[config.mk]
export PLATFORM = sky130hd
export DESIGN_NAME = bullet_engine
export DESIGN_NICKNAME = d
export VERILOG_FILES = /design/src/rtl/bullet_engine.sv
export SDC_FILE = /design/constraint.sdc
export NUM_CORES = 1
export LEC_CHECK = 0
export CAP_MARGIN = 40
export CELL_PAD_IN_SITES_DETAIL_PLACEMENT = 1
export CELL_PAD_IN_SITES_GLOBAL_PLACEMENT = 1
export CORE_ASPECT_RATIO = 1.5
export CORE_MARGIN = 2
export CORE_UTILIZATION = 30
export CTS_CLUSTER_DIAMETER = 150
export DETAILED_ROUTE_END_ITERATION = 10
export PLACE_DENSITY = 0.64
export SYNTH_ARGS = -nofsm -noshare
export SYNTH_HDL_FRONTEND = slang
export SYNTH_SLANG_ARGS = --single-unit
[constraint.sdc]
create_clock -name clk -period 10.78 [get_ports clk]
set_input_delay 2.695 -clock clk [delete_from_list [all_inputs] [get_ports clk]]
set_output_delay 2.695 -clock clk [all_outputs]
set_load 0.02 [all_outputs]
[src/rtl/bullet_engine.sv]
// bullet_engine: single-bullet attack pattern generator for the fight phase.
// Spawns bullets from an LFSR, moves them once per video frame, detects
// overlap with the player heart and emits one-cycle hit/heal pulses.
module bullet_engine #(
    parameter int          MAXC        = 200,
    parameter int          SPEED       = 4,
    parameter int          NUM_BULLETS = 8,
    parameter logic [15:0] SEED        = 16'hACE1,
    parameter int          HIT_SMALL   = 16,
    parameter int          HIT_BLUE    = 58
) (
    input  logic        clk,
    input  logic        reset,
    input  logic        vsync,
    input  logic        start,
    input  logic [15:0] player_pos,
    output logic [15:0] bullet_pos,
    output logic [1:0]  bullet_color,
    output logic        is_render,
    output logic        hit,
    output logic        heal,
    output logic        busy,
    output logic        done
);
    localparam logic [7:0] L_MAXC = 8'(MAXC);
    localparam logic [4:0] L_SPD  = 5'(SPEED);
    localparam logic [4:0] L_NSPD = 5'(-SPEED);
    localparam logic [7:0] L_NB   = 8'(NUM_BULLETS);
    localparam logic [7:0] L_HS   = 8'(HIT_SMALL);
    localparam logic [7:0] L_HB   = 8'(HIT_BLUE);

    typedef enum logic [1:0] {S_IDLE, S_SPAWN, S_MOVE, S_DONE} state_t;

    // Fibonacci LFSR step, taps 16,14,13,11
    function automatic logic [15:0] lfsr_next(input logic [15:0] v);
        return {v[14:0], v[15] ^ v[13] ^ v[12] ^ v[10]};
    endfunction

    // Unsigned absolute difference of two coordinates
    function automatic logic [7:0] abs_diff(input logic [7:0] a, input logic [7:0] b);
        return (a >= b) ? (a - b) : (b - a);
    endfunction

    state_t      r_state, w_state_nxt;
    logic        r_vs_d1, r_vs_d2, w_ft;
    logic [15:0] r_lfsr, r_ppos;
    logic [7:0]  r_bx, r_by, w_bx_nxt, w_by_nxt;
    logic [4:0]  r_vx, r_vy, w_vx_nxt, w_vy_nxt;
    logic [1:0]  r_color, w_color_nxt;
    logic        r_render, r_hit, r_heal, r_busy, r_done;
    logic        w_render_nxt, w_hit_nxt, w_heal_nxt, w_busy_nxt, w_done_nxt;
    logic [7:0]  r_count, w_count_nxt, w_cnt_inc;
    logic [7:0]  w_perp, w_sp_bx, w_sp_by, w_lim;
    logic [4:0]  w_pv, w_sp_vx, w_sp_vy;
    logic [1:0]  w_sp_col;
    logic [8:0]  w_nx, w_ny;
    logic        w_out, w_overlap, w_moved, w_pulse_hit, w_pulse_heal, w_despawn;

    // Frame tick: one clk wide, the cycle after vsync is first sampled high
    assign w_ft = r_vs_d1 & ~r_vs_d2;

    // Spawn parameters derived from the current LFSR value
    assign w_perp   = {2'b00, r_lfsr[13:8]} + 8'd68;
    assign w_pv     = r_lfsr[2] ? 5'd1 : 5'h1F;
    assign w_sp_col = r_lfsr[4] ? (r_lfsr[3] ? 2'd2 : 2'd1) : 2'd0;

    // Overlap test against the live heart position
    assign w_lim        = (r_color == 2'd2) ? L_HB : L_HS;
    assign w_overlap    = (abs_diff(r_bx, player_pos[15:8]) <= w_lim) &&
                          (abs_diff(r_by, player_pos[7:0]) <= w_lim);
    assign w_moved      = (player_pos != r_ppos);
    assign w_pulse_hit  = w_overlap && ((r_color == 2'd0) || ((r_color == 2'd2) && w_moved));
    assign w_pulse_heal = w_overlap && (r_color == 2'd1);

    // Next position in 9-bit two's complement; bit 8 set means negative
    assign w_nx  = {1'b0, r_bx} + {{4{r_vx[4]}}, r_vx};
    assign w_ny  = {1'b0, r_by} + {{4{r_vy[4]}}, r_vy};
    assign w_out = w_nx[8] | w_ny[8] | (w_nx[7:0] > L_MAXC) | (w_ny[7:0] > L_MAXC);

    assign w_cnt_inc = r_count + 8'd1;

    // Entry edge and velocities chosen by the LFSR side field
    always_comb begin
        w_sp_bx = 8'd0;
        w_sp_by = 8'd0;
        w_sp_vx = 5'd0;
        w_sp_vy = 5'd0;
        case (r_lfsr[1:0])
            2'd0:    begin w_sp_bx = 8'd0;   w_sp_by = w_perp; w_sp_vx = L_SPD;  w_sp_vy = w_pv;   end
            2'd1:    begin w_sp_bx = L_MAXC; w_sp_by = w_perp; w_sp_vx = L_NSPD; w_sp_vy = w_pv;   end
            2'd2:    begin w_sp_bx = w_perp; w_sp_by = 8'd0;   w_sp_vx = w_pv;   w_sp_vy = L_SPD;  end
            2'd3:    begin w_sp_bx = w_perp; w_sp_by = L_MAXC; w_sp_vx = w_pv;   w_sp_vy = L_NSPD; end
            default: begin w_sp_bx = 8'd0;   w_sp_by = 8'd0;   w_sp_vx = 5'd0;   w_sp_vy = 5'd0;   end
        endcase
    end

    // Attack FSM next-state and datapath next values
    always_comb begin
        w_state_nxt  = r_state;
        w_bx_nxt     = r_bx;
        w_by_nxt     = r_by;
        w_vx_nxt     = r_vx;
        w_vy_nxt     = r_vy;
        w_color_nxt  = r_color;
        w_render_nxt = r_render;
        w_busy_nxt   = r_busy;
        w_done_nxt   = r_done;
        w_count_nxt  = r_count;
        w_hit_nxt    = 1'b0;
        w_heal_nxt   = 1'b0;
        w_despawn    = 1'b0;
        case (r_state)
            S_IDLE, S_DONE: begin
                if (start) begin
                    w_state_nxt = S_SPAWN;
                    w_busy_nxt  = 1'b1;
                    w_done_nxt  = 1'b0;
                    w_count_nxt = 8'd0;
                end else begin
                    w_state_nxt = r_state;
                end
            end
            S_SPAWN: begin
                if (w_ft) begin
                    w_bx_nxt     = w_sp_bx;
                    w_by_nxt     = w_sp_by;
                    w_vx_nxt     = w_sp_vx;
                    w_vy_nxt     = w_sp_vy;
                    w_color_nxt  = w_sp_col;
                    w_render_nxt = 1'b1;
                    w_state_nxt  = S_MOVE;
                end else begin
                    w_state_nxt = S_SPAWN;
                end
            end
            S_MOVE: begin
                if (w_ft) begin
                    if (w_pulse_hit || w_pulse_heal) begin
                        w_hit_nxt  = w_pulse_hit;
                        w_heal_nxt = w_pulse_heal;
                        w_despawn  = 1'b1;
                    end else if (w_out) begin
                        w_despawn = 1'b1;
                    end else begin
                        w_bx_nxt = w_nx[7:0];
                        w_by_nxt = w_ny[7:0];
                    end
                    if (w_despawn) begin
                        w_render_nxt = 1'b0;
                        w_count_nxt  = w_cnt_inc;
                        if (w_cnt_inc == L_NB) begin
                            w_state_nxt = S_DONE;
                            w_busy_nxt  = 1'b0;
                            w_done_nxt  = 1'b1;
                        end else begin
                            w_state_nxt = S_SPAWN;
                        end
                    end else begin
                        w_state_nxt = S_MOVE;
                    end
                end else begin
                    w_state_nxt = S_MOVE;
                end
            end
            default: begin
                w_state_nxt  = S_IDLE;
                w_render_nxt = 1'b0;
                w_busy_nxt   = 1'b0;
                w_done_nxt   = 1'b0;
            end
        endcase
    end

    // State, LFSR, vsync history, player latch and output registers
    always_ff @(posedge clk or posedge reset) begin
        if (reset) begin
            r_state  <= S_IDLE;
            r_vs_d1  <= 1'b0;
            r_vs_d2  <= 1'b0;
            r_lfsr   <= SEED;
            r_ppos   <= 16'd0;
            r_bx     <= 8'd0;
            r_by     <= 8'd0;
            r_vx     <= 5'd0;
            r_vy     <= 5'd0;
            r_color  <= 2'd0;
            r_render <= 1'b0;
            r_hit    <= 1'b0;
            r_heal   <= 1'b0;
            r_busy   <= 1'b0;
            r_done   <= 1'b0;
            r_count  <= 8'd0;
        end else begin
            r_state  <= w_state_nxt;
            r_vs_d1  <= vsync;
            r_vs_d2  <= r_vs_d1;
            r_lfsr   <= lfsr_next(r_lfsr);
            r_ppos   <= w_ft ? player_pos : r_ppos;
            r_bx     <= w_bx_nxt;
            r_by     <= w_by_nxt;
            r_vx     <= w_vx_nxt;
            r_vy     <= w_vy_nxt;
            r_color  <= w_color_nxt;
            r_render <= w_render_nxt;
            r_hit    <= w_hit_nxt;
            r_heal   <= w_heal_nxt;
            r_busy   <= w_busy_nxt;
            r_done   <= w_done_nxt;
            r_count  <= w_count_nxt;
        end
    end

    assign bullet_pos   = {r_bx, r_by};
    assign bullet_color = r_color;
    assign is_render    = r_render;
    assign hit          = r_hit;
    assign heal         = r_heal;
    assign busy         = r_busy;
    assign done         = r_done;
endmodule

; Word-level counts from Yosys, hierarchy flattened
; Index checks and enable logic that the tools add are counted.
[classes]
add_sub_neg = 8
mul = 0
div_mod_pow = 0
n_lt_le_gt_ge = 6
eq_ne = 17
n_shift = 0
n_mux = 54
bitwise = 8
reduce_logical = 19
[op_table]
columns = operator, n
row1 = $mux W8, 13
row2 = $pmux W8 S2, 3
row3 = $pmux W8 S3, 2
row4 = $sub A8 B8 Y8, 4
row5 = $pmux W5 S3, 2
row6 = $mux W1, 21
row7 = $add A8 B9 Y9, 2
row8 = $ge A8 B8 Y1, 2
row9 = $gt A8 B8 Y1 const B, 2
row10 = $le A8 B6 Y1, 2
row11 = $ne A16 B16 Y1, 1
row12 = $mux W2, 7
row13 = $ne A2 B2 Y1 const B, 6
row14 = $eq A2 B2 Y1 const B, 5
row15 = $reduce_and A5 Y1, 2
row16 = $add A6 B7 Y8 const B, 1
row17 = $add A8 B1 Y8 const B, 1
row18 = $eq A8 B4 Y1 const B, 1
row19 = $reduce_and A4 Y1, 2
row20 = $eq A2 B1 Y1 const B, 3
row21 = $logic_not A2 Y1, 3
row22 = $mux W6, 1
row23 = $pmux W1 S2, 3
row24 = $pmux W2 S3, 1
row25 = 11 further kinds, 22
[word_totals]
ff_bits = 77
latch_bits = 0
ram_bits = 0
rom_bits = 0
in_bits = 20
output_inout_bits = 23
wordCells = 128
mem_count = 0

; Depth between registers and ports, before layout
; Gate-level depths: netlist of run 1.
[logic_depth]
ltp_word = 12
depth_mapped = 24
mapped_depth_nobuf = 22

; Least setup slack after synthesis of run 1
; No wires, ideal clock.
[synth_timing]
kind = in2reg
start = input port player_pos[0]
end = register r_by[1]
setup_time_ps = 125
t_arrival_ps = 6846
required_ps = 10655
setup_slack_ps = 3809
path_stages = 23
path_buffers = 2
path_cell_list = ha_1 > inv_1 > fa_1 > nand3_2 > a31oi_4 > or2_1 > buf_2 > mux2_2 > a21oi_1 > o21ai_0 > xor2_1 > ha_1 > and2_1 > and3_1 > o22a_1 > a311oi_1 > a21oi_1 > o32a_1 > a21oi_4 > a31oi_4 > a31oi_4 > buf_6 > mux2_4
[synth_between]
elab_chain_len = 8
word_cells_on_any_way = 14
cone_classes = 2 x add/sub / 2 x order compare / 2 x eq/ne / 1 x mux / 7 x reduce/logical
[synth_lines]
columns = item, line
row1 = "start, declared", 16  ; input logic [15:0] player_pos,
row2 = $sub A8 B8 Y8 or $ge A8 B8 Y1 (tied branches), 41  ; return (a >= b) ? (a - b) : (b - a);
row3 = $mux W8, 41
row4 = $le A8 B6 Y1, 70  ; (abs_diff(r_by, player_pos[7:0]) <= w_lim);
row5 = $logic_and A1 B1 Y1, 69  ; assign w_overlap = (abs_diff(r_bx, player_pos[15:8]) <= w_lim) &&
row6 = "$logic_and A1 B1 Y1, on equally long branches", "72, 73"
row7 = $logic_or A1 B1 Y1 (*), 138  ; if (w_pulse_hit || w_pulse_heal) begin
row8 = $ne A2 B2 Y1 (no source line) (*), -
row9 = $reduce_and A5 Y1 (no source line) (*), -
row10 = "end signal, assigned", 200  ; r_by <= w_by_nxt;
row11 = "end, declared", 47  ; logic [7:0] r_bx, r_by, w_bx_nxt, w_by_nxt;
; Mark *: on every way between the ends. The rest lies on a longest branch, timed or not.
; A chain may end at the register's enable or synchronous reset.

; Final worst setup path of run 1
[layout_timing]
start = input port player_pos[2]
end = register r_by[2]
; Same word-level chain as after synthesis.

==> results.cfg, run 1 <==
[synth]
async_flop_share_pct = 100
synth_warnings = 0
synth-seq-cells = 75
avgSynthCellArea_um2 = 9.16
syn_nets = 714
ys_seq_area_share_pct = 32.7
netlist_area_um2 = 5780
ys_types = 80
synth_ff_type = dfrtp_1
synth_edf_count = 0
syn_inst = 631

[final_layout]
area_delta_synth_final_pct = 17.5
fill_cells = 2192
drive_gt1_share_pct = 9.50
final_cell_area_um2 = 6790
fin_nets = 752
diodes = 0
final_cell_mix = 67 x dfrtp_1, 58 x nand2_1, 58 x inv_1
instances_no_fill = 930
layout_commonest_cell = dfrtp_1

[timing]
setup_viol = 0
period_needed_ns = 7.81
setup_tns_ns = 0
skew_ns = 0.00968
worst_pin_slew_ns = 0.824
hold-worst-slack_ns = 0.355
slew_headroom_pct = 45.1
finalMaxSlewViolations = 0
hold_viol = 0
finalCritPeriodShare_pct = 72.5
fmax_mhz = 128
rsz0062_at_grt = no

[die]
fp-row-count = 62
die_h_um = 174
die_w_um = 117
fp.dieArea_um2 = 20400
core_area_um2 = 19000
io_pins = 43
initial_core_util_pct = 30.4

[clocking]
cts.root.buffer_cell = clkbuf_16
clock_path_buffers = 2
clock_latency_ns = 0.35
cts_tree = done
cts_made_buffers = 9
cts_resized = 0
cts_num_sinks = 75
cts_htree_levels = 3
cts.clk_slew.worst_paths_ns = 0.06
post_cts_buffers = 0
cts-hold-fix-buffers = 0

[critical_path]
crit_path_frequent_cell = a31oi_4
path_cells = clkdlybuf4s50_1 > inv_1 > ha_1 > nand3_2 > a31oi_4 > or2_1 > mux2_2 > a21oi_1 > o21ai_0 > xor2_1 > ha_1 > and2_1 > and3_1 > o22a_1 > a311oi_1 > a21oi_1 > o32a_1 > a21oi_4 > a31oi_4 > a31oi_4 > mux2_2
critical_path_arrival_ns = 8.05
start_kind = input pin
rr_endpoint = r_by[2]
reg2reg_depth = 22
critPathCaptureType = flop
timing.rr.start = r_by[0]
slowest_delay_ns = 0.53
worst-r2r-setup-slack_ns = 5.28
crit_type = in2reg
critPathMaxFanout = 14
cp_slowest_cell = clkdlybuf4s50_1
cp.required_ns = 11.01

[power]
powerDensity_nw_per_um2 = 238
p_sw_share_pct = 43.8
netSwitchingPower_mw = 0.708
p_leak_nw = 3.04
ir_drop_v = 0.0000853
power_frac_comb_pct = 55.7
seqPwrFrac_pct = 23.5
pwr-share-clk_pct = 20.8
total_power_mw = 1.62
p_int_mw = 0.908

[placed_design]
gp_congestion = 0.840
place_area_um2 = 6460
dpl.cell_count = 914
io_buffers = 42
dp_hpwl_um = 13600

[global_route]
groute.layer.met3.usage_pct = 2.00
grt_overflow_total = 0
grtUsageTotal_pct = 17.1
antenna_found_initial = 0
grt_max_degree = 61
grt_pass1_vias = 5207
grt_first_pass_wirelength_um = 27700
groute.layer.met1.usage_pct = 18.3
gr-usage-met2_pct = 33.5
grt.busiest_layer = met2

[status]
run_status = finished clean

[route]
wl_per_cell_um = 18.3
via_count = 4753
ant_nets = 0
dr.pass1.iters = 4
drt-total-wl_um = 17000
drc_errors = 0
via_per_inst = 5.11
drt_iter0_drc = 113

[worst_hold_path]
hold_class = reg2reg
holdPathStages = 0
hold_path_end = r_lfsr[7]
hp-start = r_lfsr[6]

[run]
maxCapViolCount = 0
==> sequential cells by signal (all words and copies together) (netlist names), 4 cells and up <==
| name | flops |
|---|---|
| r_vy | 4 |
| r_by | 8 |
| r_ppos | 16 |
| r_lfsr | 16 |
| r_vx | 4 |
| r_bx | 8 |
| r_count | 8 |
==> logic make-up after synthesis <==
family	share of synthesized area, %
AOI/OAI and AO/OA	19.9
buffers and inverters	5.93
muxes	4.55
xor gates and xnor gates	6.67
and+or+nand+nor	15.8
adders and majority gates	14.4
DFF	32.7
==> critical path: cells and delay by family <==
kind | cells | cell delay (ns)
AO/OA/AOI/OAI | 10 | 2.24
XOR/XNOR | 1 | 0.17
adder cells (fa/ha/maj) | 2 | 0.76
buffers and inverters | 2 | 0.61
multiplexers | 2 | 0.78
AND/OR/NAND/NOR | 4 | 0.79
==> routing by layer <==
metal,wire [um],part of all wire [%]
met1,6710,39
met2,9420,55
met3,414,2.4
met4,490,2.9
met5,0,0
==> metrics by stage <==
stage,worst slack (ns),utilization [%]
after global routing,2.65,35.7
after detailed placement,2.59,34.0
after global placement,2.75,33.8
after floorplan,3.81,-
after CTS,2.96,35.7
final,2.97,35.7
==> Yosys cell counts, types with 7 or more instances <==
library cell	number	area share, %
nand4_1	7	0.76
dfrtp_1	67	29
nand3_1	20	1.7
a21oi_1	34	2.9
nor3_1	9	0.78
inv_1	59	3.8
dfstp_2	8	3.6
nor2b_1	7	0.76
nor2_1	27	1.8
mux2i_1	18	3.1
a21o_1	10	1.3
xnor2_1	28	4.2
xor2_1	16	2.4
clkbuf_1	10	0.65
nand2_1	58	3.8
ha_1	57	12
o21ai_0	53	4.6
==> how the worst max path moves through the flow <==
stage / startpoint / to / slack [ns] / cells after the start
after floorplan: player_pos[0] / r_by[1] / 3.81 / 23
after global placement: player_pos[2] / r_bx[4] / 2.75 / 21
after detailed placement: player_pos[2] / r_by[3] / 2.59 / 21
after CTS: player_pos[2] / r_bx[4] / 2.96 / 21
after global routing: player_pos[2] / r_bx[4] / 2.65 / 21
final: player_pos[2] / r_by[2] / 2.97 / 21
==> area by class of cell <==
| cell class | count | area, um2 | area share [%] |
|---|---|---|---|
| flip-flops and latches | 75 | 1890 | 27.8 |
| multi-input cells | 477 | 3550 | 52.2 |
| clock buffers | 11 | 253 | 3.72 |
| repair buffers | 47 | 485 | 7.15 |
| well taps | 256 | 320 | 4.72 |
| inverters | 59 | 223 | 3.28 |
| clock inverters | 5 | 75.1 | 1.11 |
==> power groups by stage <==
| stage | logic (mW) | registers, mW | clock network, mW |
|---|---|---|---|
| floorplan | 0.652 | 0.391 | 0 |
| global placement | 0.875 | 0.386 | 0 |
| detailed placement | 0.907 | 0.388 | 0 |
| CTS | 0.912 | 0.383 | 0.345 |
| global route | 0.995 | 0.389 | 0.357 |
| finish | 0.900 | 0.380 | 0.336 |
(Power assumes the default switching activity.)
==> run 2, diff against run 1 <==
--- a/config.mk
+++ b/config.mk
@@ -13,7 +13,7 @@
 export CORE_UTILIZATION = 30
 export CTS_CLUSTER_DIAMETER = 150
 export DETAILED_ROUTE_END_ITERATION = 10
-export PLACE_DENSITY = 0.64
+export PLACE_DENSITY = 0.66
 export SYNTH_ARGS = -nofsm -noshare
 export SYNTH_HDL_FRONTEND = slang
 export SYNTH_SLANG_ARGS = --single-unit
==> constraint.sdc (replaced) <==
create_clock -name clk -period 6.4 [get_ports clk]
set_input_delay 1.6 -clock clk [delete_from_list [all_inputs] [get_ports clk]]
set_output_delay 1.6 -clock clk [all_outputs]
set_load 0.02 [all_outputs]
==> run 2 against run 1 <==
Sequential power increased by 69%. Count of clock-buffer cells in the layout did not move. Highest routed layer unchanged. Routed wire length is 3.5% higher. First-iteration DRC count up 58%. Final cell count up 2.8%. Setup slack worse by 2.7 ns. Register-to-register slack got worse by 3.9 ns. Utilization increased by 0.98 points.
==> results.cfg, run 2 (synthesis gave the netlist of run 1 again) <==
[timing]
hold_viol = 0
hold-worst-slack_ns = 0.362
fin_ws_ns = 0.275
finalMaxSlewViolations = 0
worst_pin_slew_ns = 0.546
setup_tns_ns = 0
finalCritPeriodShare_pct = 95.7
period_needed_ns = 6.12
setup_viol = 0
fmax_mhz = 163
slew_headroom_pct = 63.6
rsz0062_at_grt = no
skew_ns = 0.0112

[worst_hold_path]
hold_class = reg2reg
hold_path_end = r_lfsr[15]
holdPathStages = 0
hp-start = r_lfsr[14]

[global_route]
grt_pass1_vias = 5477
grt_max_degree = 46
antenna_found_initial = 0
grt_overflow_total = 0
grt_first_pass_wirelength_um = 28500
grtUsageTotal_pct = 17.6

[final_layout]
final_cell_mix = 67 x dfrtp_1, 58 x nand2_1, 58 x inv_1
drive_gt1_share_pct = 13.0
diodes = 0
layout_commonest_cell = dfrtp_1
reg_top3 = r_lfsr: 16 flops, r_ppos: 16 flops
fin_nets = 778
area_delta_synth_final_pct = 20.8

[clocking]
clock_latency_ns = 0.35
cts_htree_levels = 3
cts_num_sinks = 75
cts_made_buffers = 9
cts_tree = done
post_cts_buffers = 0
clock_path_buffers = 2
cts.clk_slew.worst_paths_ns = 0.06
cts.root.buffer_cell = clkbuf_16

[route]
via_count = 4900
wl_per_cell_um = 18.4
drt-total-wl_um = 17600
drc_errors = 0
ant_nets = 0
drt_iter0_drc = 179
via_per_inst = 5.13
dr.pass1.iters = 4

[power]
powerDensity_nw_per_um2 = 404
total_power_mw = 2.82
p_leak_nw = 3.14
ir_drop_v = 0.000145

[critical_path]
cp_slowest_cell = clkdlybuf4s50_1
cp.required_ns = 6.63
critical_path_arrival_ns = 6.35
start_kind = input pin
crit_type = in2reg
crit_cells = 23
worstPathBufferInverterCount = 3
timing.rr.start = r_by[0]
path_cells = clkdlybuf4s50_1 > ha_1 > inv_1 > fa_1 > nand3_2 > a31oi_4 > or2_1 > mux2_2 > a21oi_1 > o21ai_0 > xor2_1 > ha_1 > and2_1 > and3_1 > o22a_1 > a311oi_2 > a21oi_1 > o32a_1 > a21oi_4 > a31oi_4 > a31oi_4 > buf_4 > mux2_2
reg2reg_depth = 23
critPathCaptureType = flop
crit_path_frequent_cell = a31oi_4
worst-r2r-setup-slack_ns = 1.41
crit_family = compound AO/OA/AOI/OAI gates
rr_endpoint = r_bx[1]
slowest_delay_ns = 0.49
critPathMaxFanout = 4

[die]
core_area_um2 = 19000
die_w_um = 117
initial_core_util_pct = 30.4
fp-row-count = 62
die_h_um = 174
fp.dieArea_um2 = 20400
io_pins = 43

[placed_design]
dp_hpwl_um = 14000
post-place-ws_ns = -0.154
gp_congestion = 0.887
io_buffers = 42

[run]
maxCapViolCount = 0

[status]
run_status = finished clean
## run 2: layer usage
layer	share of wire, %	vias to the layer above	GRT usage, %
met5	0	-	0
met4	3.3	0	8.23
met3	1.8	28	1.77
met2	56	59	35.0
met1	39	2443	18.3
li1	-	2370	-
## run 2: area by class of cell
| class | instances | area (um2) |
|---|---|---|
| clock buffer | 11 | 243 |
| clock inverter | 5 | 52.6 |
| fill | 2229 | 12000 |
| inverter | 59 | 223 |
| multi-input combinational | 478 | 3570 |
| sequential | 75 | 1890 |
| tap | 256 | 320 |
| timing repair buffer | 72 | 678 |
## run 2: worst max path at each step
stage                   from         end  slack (ns)
3_3_place_gp   player_pos[5]        done       -0.04
4_1_cts        player_pos[0]  r_count[6]        0.18
2_1_floorplan  player_pos[0]     r_by[1]        0.52
5_1_grt        player_pos[2]     r_bx[1]      0.0003
3_5_place_dp   player_pos[0]  r_count[6]       -0.15
6_report       player_pos[0]     r_bx[1]        0.28
## run 2: report_power, final
group	internal [mW]	switching (mW)	leakage [nW]
registers	0.545	0.0965	0.943
clock network	0.311	0.209	0.145
logic	0.706	0.954	2.06
## run 2: what timing repair did
action / CTS / global route
endpoints found under the setup margin: 0 / 21
resized for setup: 0 / 4
hold buffers: 0 / 0
endpoints found under the hold margin: 0 / 0
## run 2: worst register-to-register path, delay by kind of cell, from the launching register on
family                     cells  cell delay, ns
adders and majority gates      3            0.88
muxes                          2            0.63
and+or+nand+nor                4            0.72
AOI/OAI and AO/OA             10            1.63
DFF                            1            0.45
buffers and inverters          3            0.39
xor gates and xnor gates       1            0.17
## run 2: per-stage QoR
stage | cells | utilization [%] | cell area, um2
3_5_place_dp | 939 | 35.0 | 6660
6_report | 956 | 36.7 | 6980
4_1_cts | 955 | 36.6 | 6950
2_1_floorplan | 631 | - | 5780
3_3_place_gp | 938 | 34.9 | 6630
5_1_grt | 956 | 36.7 | 6980
